$ cat src/rtl/fetch_buffered.sv
// Buffered instruction fetch: issues in-order requests into a small queue and presents the
// oldest filled entry to Decode; a redirect flushes the queue and drops stale responses.
module fetch_buffered #(
  parameter int unsigned     XLEN     = 64,
  parameter int unsigned     DEPTH    = 4,
  parameter logic [XLEN-1:0] RESET_PC = '0
) (
  input  logic            clk,
  input  logic            rst,
  input  logic            PCSrc_E,
  input  logic [XLEN-1:0] PCTarget_E,
  output logic            imem_req_valid,
  input  logic            imem_req_ready,
  output logic [XLEN-1:0] imem_req_addr,
  input  logic            imem_rsp_valid,
  input  logic [31:0]     imem_rsp_data,
  output logic            Valid_F,
  input  logic            Ready_D,
  output logic [XLEN-1:0] PC_F,
  output logic [31:0]     Instr_F
);

  localparam int unsigned     PW     = $clog2(DEPTH);
  localparam int unsigned     CW     = PW + 1;
  localparam logic [CW:0]     DepthC = (CW + 1)'(DEPTH);
  localparam logic [XLEN-1:0] PcStep = XLEN'(4);

  logic [XLEN-1:0] r_fpc;
  logic [XLEN-1:0] r_pc    [DEPTH];
  logic [31:0]     r_instr [DEPTH];
  logic [PW-1:0]   r_head, r_tail, r_fill;
  // r_pend counts allocated-but-unfilled entries; the head is filled iff r_used > r_pend.
  logic [CW-1:0]   r_used, r_pend, r_drop;
  logic [CW-1:0]   w_used_d, w_pend_d, w_drop_d;
  logic [CW:0]     w_occ, w_outst;
  logic            w_fire, w_deq, w_fill, w_discard;

  assign w_occ   = {1'b0, r_used} + {1'b0, r_drop};
  assign w_outst = {1'b0, r_drop} + {1'b0, r_pend};

  // Gated by rst so no request is presented while reset is held.
  assign imem_req_valid = rst && !PCSrc_E && (w_occ < DepthC);
  assign imem_req_addr  = r_fpc;
  assign w_fire         = imem_req_valid && imem_req_ready;

  assign Valid_F = (r_used > r_pend) && !PCSrc_E;
  assign w_deq   = Valid_F && Ready_D;
  assign PC_F    = r_pc[r_head];
  assign Instr_F = r_instr[r_head];

  assign w_discard = imem_rsp_valid && !PCSrc_E && (r_drop != '0);
  assign w_fill    = imem_rsp_valid && !PCSrc_E && (r_drop == '0) && (r_pend != '0);

  always_comb begin
    w_used_d = r_used;
    w_pend_d = r_pend;
    w_drop_d = r_drop;
    if (PCSrc_E) begin
      w_used_d = '0;
      w_pend_d = '0;
      // A response landing in the redirect cycle retires one outstanding request itself.
      if (imem_rsp_valid && (w_outst != '0)) begin
        w_drop_d = CW'(w_outst - 1'b1);
      end else begin
        w_drop_d = CW'(w_outst);
      end
    end else begin
      w_used_d = r_used + CW'(w_fire) - CW'(w_deq);
      w_pend_d = r_pend + CW'(w_fire) - CW'(w_fill);
      w_drop_d = r_drop - CW'(w_discard);
    end
  end

  always_ff @(posedge clk or negedge rst) begin
    if (!rst) begin
      r_fpc  <= RESET_PC;
      r_head <= '0;
      r_tail <= '0;
      r_fill <= '0;
      r_used <= '0;
      r_pend <= '0;
      r_drop <= '0;
      for (int unsigned i = 0; i < DEPTH; i++) begin
        r_pc[i]    <= RESET_PC;
        r_instr[i] <= '0;
      end
    end else begin
      r_used <= w_used_d;
      r_pend <= w_pend_d;
      r_drop <= w_drop_d;
      if (PCSrc_E) begin
        r_fpc  <= {PCTarget_E[XLEN-1:2], 2'b00};
        r_head <= r_tail;
        r_fill <= r_tail;
      end else begin
        if (w_fire) begin
          r_pc[r_tail] <= r_fpc;
          r_tail       <= r_tail + PW'(1);
          r_fpc        <= r_fpc + PcStep;
        end
        if (w_fill) begin
          r_instr[r_fill] <= imem_rsp_data;
          r_fill          <= r_fill + PW'(1);
        end
        if (w_deq) begin
          r_head <= r_head + PW'(1);
        end
      end
    end
  end

  assert property (@(posedge clk) disable iff (!rst)
    !(imem_rsp_valid && !PCSrc_E && (r_drop == '0) && (r_pend == '0)))
    else $error("fetch_buffered: response with no outstanding request");

endmodule

$ cat config.mk
export PLATFORM = sky130hd
export DESIGN_NAME = fetch_buffered
export DESIGN_NICKNAME = d
export VERILOG_FILES = /design/src/rtl/fetch_buffered.sv
export SDC_FILE = /design/constraint.sdc
export NUM_CORES = 1
export LEC_CHECK = 0
export CAP_MARGIN = 20
export CORE_ASPECT_RATIO = 1.1
export CORE_MARGIN = 3
export CORE_UTILIZATION = 45
export DETAILED_ROUTE_END_ITERATION = 16
export PLACE_DENSITY_LB_ADDON = 0.1
export SETUP_SLACK_MARGIN = 0.5
export SLEW_MARGIN = 20
export SYNTH_ARGS = -nofsm -noshare
export SYNTH_HDL_FRONTEND = slang
export SYNTH_SLANG_ARGS = --single-unit
$ cat constraint.sdc
create_clock -name clk -period 7.65 [get_ports clk]
set_input_delay 1.53 -clock clk [delete_from_list [all_inputs] [get_ports clk]]
set_output_delay 1.53 -clock clk [all_outputs]
set_load 0.005 [all_outputs]
==> results.json, run 1 <==
{
  "root_buffer": "clkbuf_16",
  "clock-sinks": 453,
  "vias": 13815,
  "outcome": "finished clean",
  "max_freq_mhz": 204,
  "cts.repair.resized": 0,
  "antenna_found_initial": 1,
  "cp.arrival_ns": 3.37,
  "yosys-top-cells-area": "dfrtp_1 (53%), mux2_2 (19%), mux4_2 (9.9%)",
  "r2r-end": "imem_req_addr[23]",
  "hold_ws_ns": 0.477,
  "grt_max_degree": 73,
  "syn_area_um2": 21300,
  "rsz0062_at_grt": "false",
  "setup_ws_ns": 2.75,
  "cts_tree": "built",
  "vdd_drop_max_uv": 204,
  "die-width_um": 213,
  "seq_area_frac_synth": 0.532,
  "via_per_inst": 5.76,
  "stdcell_area_um2": 25900,
  "synth_commonest_cells": "dfrtp_1 (453), mux2_2 (363), nand2_1 (116)",
  "worst_slew_pin_slew_ns": 1.07,
  "insertion_delay_ns": 0.58,
  "p_per_area_nw_per_um2": 314,
  "die_area_um2": 50000,
  "syn_inst": 1571,
  "postPlaceCellArea_um2": 24300,
  "wl_per_cell_um": 22.9,
  "ioPinCount": 264,
  "drtIter0Drc": 756,
  "numCtsBuffers": 48,
  "start_kind": "flip-flop",
  "holdPathStages": 2,
  "relSlewSlack": 0.286,
  "end_kind": "output port",
  "wl_um": 55100,
  "drcViolationCount": 0,
  "dp.final_hpwl_um": 35300,
  "ff2ff_setup_slack_ns": 4.32,
  "synth-edff-count": 0,
  "path_class": "reg2out",
  "post_route_cells_drive_above_1_share": 0.321,
  "crit_required_ns": 6.12,
  "grt_pass1_wl_um": 86200,
  "ys_warn_count": 0,
  "syn_to_final_growth_pct": 21.7,
  "num_rows": 82,
  "min_from": "r_pc[50]",
  "ant_nets": 0,
  "synth_top_cell_by_area": "dfrtp_1",
  "htreeDepth": 2,
  "synth-seq-cells": 453,
  "hold_class": "reg2reg",
  "hold_viol": 0,
  "portBuffers": 257,
  "path_clk_slew_ns": 0.06,
  "overflow": 0,
  "synth_top_area_frac": 0.532,
  "start_util": 0.461,
  "place_congestion": 0.800,
  "hold_buffers": 0,
  "first_pass_iters": 5,
  "register_area_um2": 11300,
  "yosysUniqueCellTypes": 56,
  "multi_input_area_um2": 9340,
  "num-nets-final": 1900,
  "fillCellCount": 3836,
  "maxCapViolations": 0,
  "clock_skew_ns": 0.0173,
  "hold-path-endpoint": "r_pc[50]",
  "total_power_w": 0.00814,
  "post_cts_buffers": 0,
  "coreArea_um2": 46200,
  "grt_usage": 0.223,
  "pre_cts_slack_ns": 2.82,
  "period_needed_ns": 4.90,
  "p_leak_nw": 11.9,
  "path_max_fanout": 62,
  "grt_pass1_vias": 14754,
  "fin_tns_setup_ns": 0,
  "reg2reg_from": "r_drop[2]",
  "die_y_um": 234,
  "synth_most_common_cell": "dfrtp_1",
  "maxSlewViolCount": 0,
  "fin_crit_sh": 0.641,
  "syn_avg_cell_area_um2": 13.6,
  "rr_worst_depth": 9,
  "finalSetupViolations": 0,
  "clockBufferDepth": 3,
  "async_flop_share": 1.00,
  "synth_ff_type": "dfrtp_1"
}
==> worst max-delay path, stage by stage (launching register included) <==
cell             delay (ns)
dfrtp_4                1.14
buf_4                  0.65
mux4_2                 0.40
clkdlybuf4s50_1        0.58
==> where the power goes <==
| part | internal, W | switching, W | total [W] |
|---|---|---|---|
| Sequential | 0.00297 | 0.000518 | 0.00349 |
| Clock | 0.00145 | 0.000947 | 0.00240 |
| Combinational | 0.00142 | 0.000833 | 0.00225 |
==> layout make-up <==
| class | instances | area share |
|---|---|---|
| flip-flops and latches | 453 | 0.438 |
| clock buffers | 78 | 0.0585 |
| multi-input cells | 966 | 0.360 |
| well taps | 588 | 0.0284 |
| diodes | 2 | 0.000193 |
| clock inverters | 10 | 0.00512 |
| inverters | 22 | 0.00319 |
| repair buffers | 280 | 0.107 |
==> per-layer routing <==
| layer | up-vias | global-route usage | share of wire |
|---|---|---|---|
| met1 | 7254 | 0.293 | 0.43 |
| met5 | - | 0 | 0 |
| li1 | 6197 | - | - |
| met2 | 286 | 0.373 | 0.49 |
| met3 | 78 | 0.0429 | 0.048 |
| met4 | 0 | 0.0740 | 0.027 |
==> metrics by stage <==
| step | utilization | cells |
|---|---|---|
| finish | 0.561 | 2399 |
| global route | 0.561 | 2398 |
| CTS | 0.561 | 2397 |
| detailed placement | 0.526 | 2309 |
| global placement | 0.526 | 2309 |
| floorplan | - | 1574 |
==> kinds of logic after synthesis <==
| logic type | Yosys count | share of synthesized area |
|---|---|---|
| simple gates | 309 | 0.0745 |
| other cells | 1 | 0.000176 |
| fa+ha+maj | 27 | 0.0169 |
| xor+xnor | 21 | 0.00864 |
| buf+inv | 155 | 0.0310 |
| flops | 453 | 0.532 |
| compound gates | 145 | 0.0436 |
| mux | 460 | 0.293 |
==> cell usage in the layout, fill, tap and decap left out, types with 24 or more instances in the layout <==
master	Yosys	routed
clkbuf_16	0	49
ha_1	24	24
dfrtp_1	453	451
mux4_2	94	94
clkdlybuf4s50_1	0	255
nand2_1	116	112
mux2_2	363	363
nand3_1	46	46
o21ai_0	59	59
nor2_1	43	42
==> worst max-delay path by stage <==
stage               from  slack [ns]   endpoint  cells after the start
2_1_floorplan    PCSrc_E        3.70  r_pend[2]                     14
3_3_place_gp         rst        2.87   r_pc[86]                      7
3_5_place_dp         rst        2.82  r_pc[100]                      7
4_1_cts        r_head[1]        2.67   PC_F[29]                      3
5_1_grt        r_head[1]        2.64   PC_F[29]                      3
6_report       r_head[1]        2.75   PC_F[29]                      3
==> registers in the layout (all words and copies together) (netlist names) <==
register       cells
r_head             2
r_pend             3
r_drop             3
r_tail             2
r_used             3
r_fill             2
imem_req_addr     62
r_pc             248
r_instr          128
No activity file was read; power rests on OpenSTA's default activity.
==> inputs of run 2 (changes only) <==
clock period = 4.9 ns   (was 7.65 ns; I/O delays follow)
==> run 2 against run 1 <==
- sequential power rose by 52%
- critical endpoint is now PC_F[57]
- flip-flop and latch count did not move
- largest power group unchanged
- first-iteration DRC count rose by 5.3%
- non-clock buffer count rose by 5
- highest routed layer is now met5
- cell area rose by 0.20%
- largest cell class unchanged
==> results.json, run 2 (same netlist as run 1, synthesis figures left out) <==
{
  "hold_class": "in2async",
  "final_common_cell": "dfrtp_1",
  "numCtsBuffers": 50,
  "insertion_delay_ns": 0.60,
  "max_freq_mhz": 279,
  "post_cts_buffers": 0,
  "outcome": "finished clean",
  "drcViolationCount": 0,
  "portBuffers": 257,
  "largest-register": "r_pc",
  "first_pass_iters": 5,
  "worstSetupPathDepth": 3,
  "vdd_drop_max_uv": 336,
  "wl_per_cell_um": 23.0,
  "end_kind": "output port",
  "place_congestion": 0.810,
  "root_buffer": "clkbuf_16",
  "die-width_um": 213,
  "cts.repair.resized": 0,
  "path_max_fanout": 57,
  "clock_skew_ns": 0.0214,
  "total_power_w": 0.0127,
  "clockBufferDepth": 3,
  "cp.arrival_ns": 2.61,
  "clock-sinks": 453,
  "cp_slowest_cell": "dfrtp_4",
  "largest_register_ff_count": 248,
  "grt_pass1_wl_um": 86300,
  "die_area_um2": 50000,
  "wl_um": 55200,
  "path_class": "reg2out",
  "hold_ws_ns": 0.265,
  "hold_buffers": 0,
  "final_cell_mix": "dfrtp_1 (451), mux2_2 (363), clkdlybuf4s50_1 (255), nand2_1 (112), mux4_2 (94)",
  "reg2reg_from": "r_drop[2]",
  "start_kind": "flip-flop",
  "fillCellCount": 3895,
  "grt_usage": 0.224,
  "ant_nets": 0,
  "crit_buf_inv": 2,
  "period_needed_ns": 3.59,
  "relSlewSlack": 0.356,
  "antenna_found_initial": 5,
  "dp.final_hpwl_um": 35500,
  "path_clk_slew_ns": 0.06,
  "worst_slew_pin_slew_ns": 0.966,
  "finalSetupViolations": 0,
  "rsz0062_at_grt": "false",
  "cts_tree": "built",
  "grt_pass1_vias": 14840,
  "post_route_cells_drive_above_1_share": 0.320,
  "instances_no_fill": 2402,
  "fin_crit_sh": 0.732,
  "path_delay_family": "buffers and inverters",
  "critPathLaunch": "r_head[1]",
  "maxSlewViolCount": 0,
  "p_per_area_nw_per_um2": 489,
  "hold_viol": 0,
  "coreArea_um2": 46200,
  "grt_max_degree": 80,
  "ioPinCount": 264,
  "num_rows": 82,
  "maxCapViolations": 0,
  "die_y_um": 234,
  "num-nets-final": 1907,
  "p_leak_nw": 11.9,
  "setup_ws_ns": 1.31,
  "syn_to_final_growth_pct": 22.0,
  "place_inst": 2313,
  "fin_tns_setup_ns": 0,
  "rr_worst_depth": 9,
  "cpPeakStageDelay_ns": 0.65,
  "htreeDepth": 2,
  "pre_cts_slack_ns": 0.968,
  "vias": 13871,
  "crit_required_ns": 3.92,
  "overflow": 0,
  "crit_path_cell_trace": "buf_12 -> mux4_2 -> clkdlybuf4s50_1",
  "drtIter0Drc": 796,
  "via_per_inst": 5.77,
  "start_util": 0.461
}
run 2: path summary, 6_finish.rpt:
path / to / slack, ns
worst max-delay path: PC_F[57] / 1.31
max in group asynchronous: r_head[1] / 2.73
worst min-delay path: r_instr[108] / 0.26
worst min register to register: r_pc[93] / 0.48
min in group clk: r_pc[93] / 0.48
worst max register to register: imem_req_addr[23] / 1.68
run 2: layout make-up:
type	instances	area, µm²	share of cell area
well taps	588	736	0.0283
clock inverters	4	45.0	0.00173
repair buffers	285	2840	0.109
clock buffers	80	1570	0.0604
flip-flops and latches	453	11300	0.437
multi-input cells	966	9340	0.360
diodes	4	10.0	0.000385
inverters	22	82.6	0.00318
run 2: where the power goes:
part	internal (W)	total (W)	switching, W
sequential	0.00464	0.00531	0.000666
combinational	0.00223	0.00369	0.00145
clock	0.00222	0.00370	0.00148
total	0.00910	0.0127	0.00360
run 2: metrics by stage:
stage / utilization / instance area, µm²
2_1_floorplan: - / 21300
3_3_place_gp: 0.527 / 24300
3_5_place_dp: 0.527 / 24300
4_1_cts: 0.562 / 25900
5_1_grt: 0.562 / 26000
6_report: 0.562 / 26000
run 2: per-layer routing:
| layer | vias to the layer above | wire length, µm | track usage |
|---|---|---|---|
| li1 | 6198 | - | - |
| met1 | 7291 | 23100 | 0.284 |
| met2 | 288 | 27900 | 0.386 |
| met3 | 92 | 2670 | 0.0455 |
| met4 | 2 | 1560 | 0.0733 |
| met5 | - | 10 | 0 |
==> inputs of run 3 (changes only) <==
clock period = 3.05 ns   (was 4.9 ns; I/O delays follow)
==> run 3 against run 2 <==
- register-to-register slack got worse by 1.1 ns
- flip-flop and latch count stayed put
- global-route usage is 0.72 points higher
- hold slack lost 0.10 ns
- worst setup slack got worse by 1.1 ns
- wire length grew 3.6%
- final cell count grew 2.9%
- largest power group unchanged
- highest routed layer is now met4
==> results.json, run 3 (same netlist as run 1, synthesis figures left out) <==
{
  "n_antenna_cell": 0,
  "grt_pass1_vias": 14871,
  "drtIter0Drc": 871,
  "path_clk_slew_ns": 0.07,
  "overflow": 0,
  "wl_um": 57200,
  "die_area_um2": 50000,
  "portBuffers": 257,
  "dp.final_hpwl_um": 36000,
  "finalSetupViolations": 0,
  "largest-register": "r_pc",
  "relSlewSlack": 0.334,
  "maxSlewViolCount": 0,
  "coreArea_um2": 46200,
  "num_rows": 82,
  "largest_register_ff_count": 248,
  "fillCellCount": 3786,
  "worst_slew_pin_slew_ns": 1.00,
  "num-nets-final": 1974,
  "syn_to_final_growth_pct": 26.3,
  "final_cell_mix": "dfrtp_1 (438), mux2_2 (363), clkdlybuf4s50_1 (159), nand2_1 (112), mux4_2 (94)",
  "root_buffer": "clkbuf_16",
  "grt_usage": 0.231,
  "grt_max_degree": 171,
  "total_power_w": 0.0215,
  "rr_worst_depth": 11,
  "die_y_um": 234,
  "htreeDepth": 2,
  "vias": 14182,
  "path_class": "reg2out",
  "rsz0062_at_grt": "true",
  "post_route_cells_drive_above_1_share": 0.417,
  "antenna_found_initial": 0,
  "wl_per_cell_um": 23.2,
  "place_congestion": 0.818,
  "maxCapViolations": 0,
  "ioPinCount": 264,
  "multi_input_area_um2": 9470,
  "end_kind": "output port",
  "crit_required_ns": 2.44,
  "max_freq_mhz": 350,
  "period_needed_ns": 2.86,
  "clock_skew_ns": 0.0203,
  "cts_tree": "built",
  "path_max_fanout": 8,
  "drcViolationCount": 0,
  "hold_class": "in2async",
  "p_per_area_nw_per_um2": 801,
  "outcome": "finished clean",
  "die-width_um": 213,
  "ant_nets": 0,
  "grt_pass1_wl_um": 88700,
  "cp.arrival_ns": 2.25,
  "numCtsBuffers": 49,
  "start_util": 0.461,
  "final_common_cell": "dfrtp_1",
  "via_per_inst": 5.74,
  "hold_ws_ns": 0.160,
  "vdd_drop_max_uv": 475,
  "p_leak_nw": 12.7,
  "register_area_um2": 11400,
  "clock-sinks": 453,
  "clockBufferDepth": 3,
  "fin_tns_setup_ns": 0,
  "fin_crit_sh": 0.937,
  "insertion_delay_ns": 0.59,
  "first_pass_iters": 5,
  "start_kind": "flip-flop",
  "hold_viol": 0
}
[run 3: changes by cell type in the layout (fill, tap and decap cells not counted), sizes merged]
cell           before  now
clkinv              3   10
bufinv              1    6
dlygate4sd3         0    1
diode               4    0
inv                22   23
buf                30  187
clkinvlp            0    1
clkdlybuf4s50     255  159
clkbuf             80   77
[run 3: final cells by class]
class / instances / share of cell area
clock buffer: 71 / 0.0532
inverter: 22 / 0.00326
timing repair buffer: 353 / 0.133
sequential: 453 / 0.422
tap: 588 / 0.0274
clock inverter: 18 / 0.00916
multi-input combinational: 966 / 0.352
[run 3: per-layer routing]
| layer | wire (µm) | global-route usage |
|---|---|---|
| met1 | 23900 | 0.298 |
| met2 | 28800 | 0.394 |
| met3 | 3130 | 0.0539 |
| met4 | 1470 | 0.0634 |
| met5 | 0 | 0 |
[run 3: final timing paths]
| path | startpoint | endpoint | slack [ns] |
|---|---|---|---|
| worst max-delay path | r_head[0] | Instr_F[12] | 0.19 |
| worst min-delay path | rst | r_pc[8] | 0.16 |
| worst max register to register | r_used[1] | r_used[1] | 0.59 |
| worst min register to register | r_pc[57] | r_pc[57] | 0.48 |
| max in group asynchronous | rst | r_head[1] | 2.00 |
| min in group clk | PCSrc_E | r_used[2] | 0.29 |
[run 3: power by group]
group,switching (W),internal (W)
registers,0.000982,0.00747
clock network,0.00245,0.00376
logic,0.00277,0.00411
[run 3: what timing repair did]
action                     4_1_cts  5_1_grt
setup endpoints to repair      100      118
hold endpoints to repair         1        0
cloned                           9        1
buffers inserted                25        4
pin swaps                        2        5
resized for setup              424       54
hold buffers                     1        0
[run 3: worst max-delay path: stages (launching register included)]
cell and delay, ns:
dfrtp_4 0.51, buf_6 0.14, buf_6 0.11, buf_12 0.12, buf_16 0.15, mux4_2 0.47
buf_6 0.14
[run 3: through the flow]
stage / area, µm² / setup slack, ns / std cells / utilization
4_1_cts: 26700 / 0.145 / 2466 / 0.578
3_5_place_dp: 24700 / 0.282 / 2342 / 0.536
2_1_floorplan: 21400 / 0.440 / 1574 / -
3_3_place_gp: 24700 / 0.316 / 2342 / 0.536
6_report: 26900 / 0.191 / 2471 / 0.583
5_1_grt: 26900 / 0.126 / 2471 / 0.583
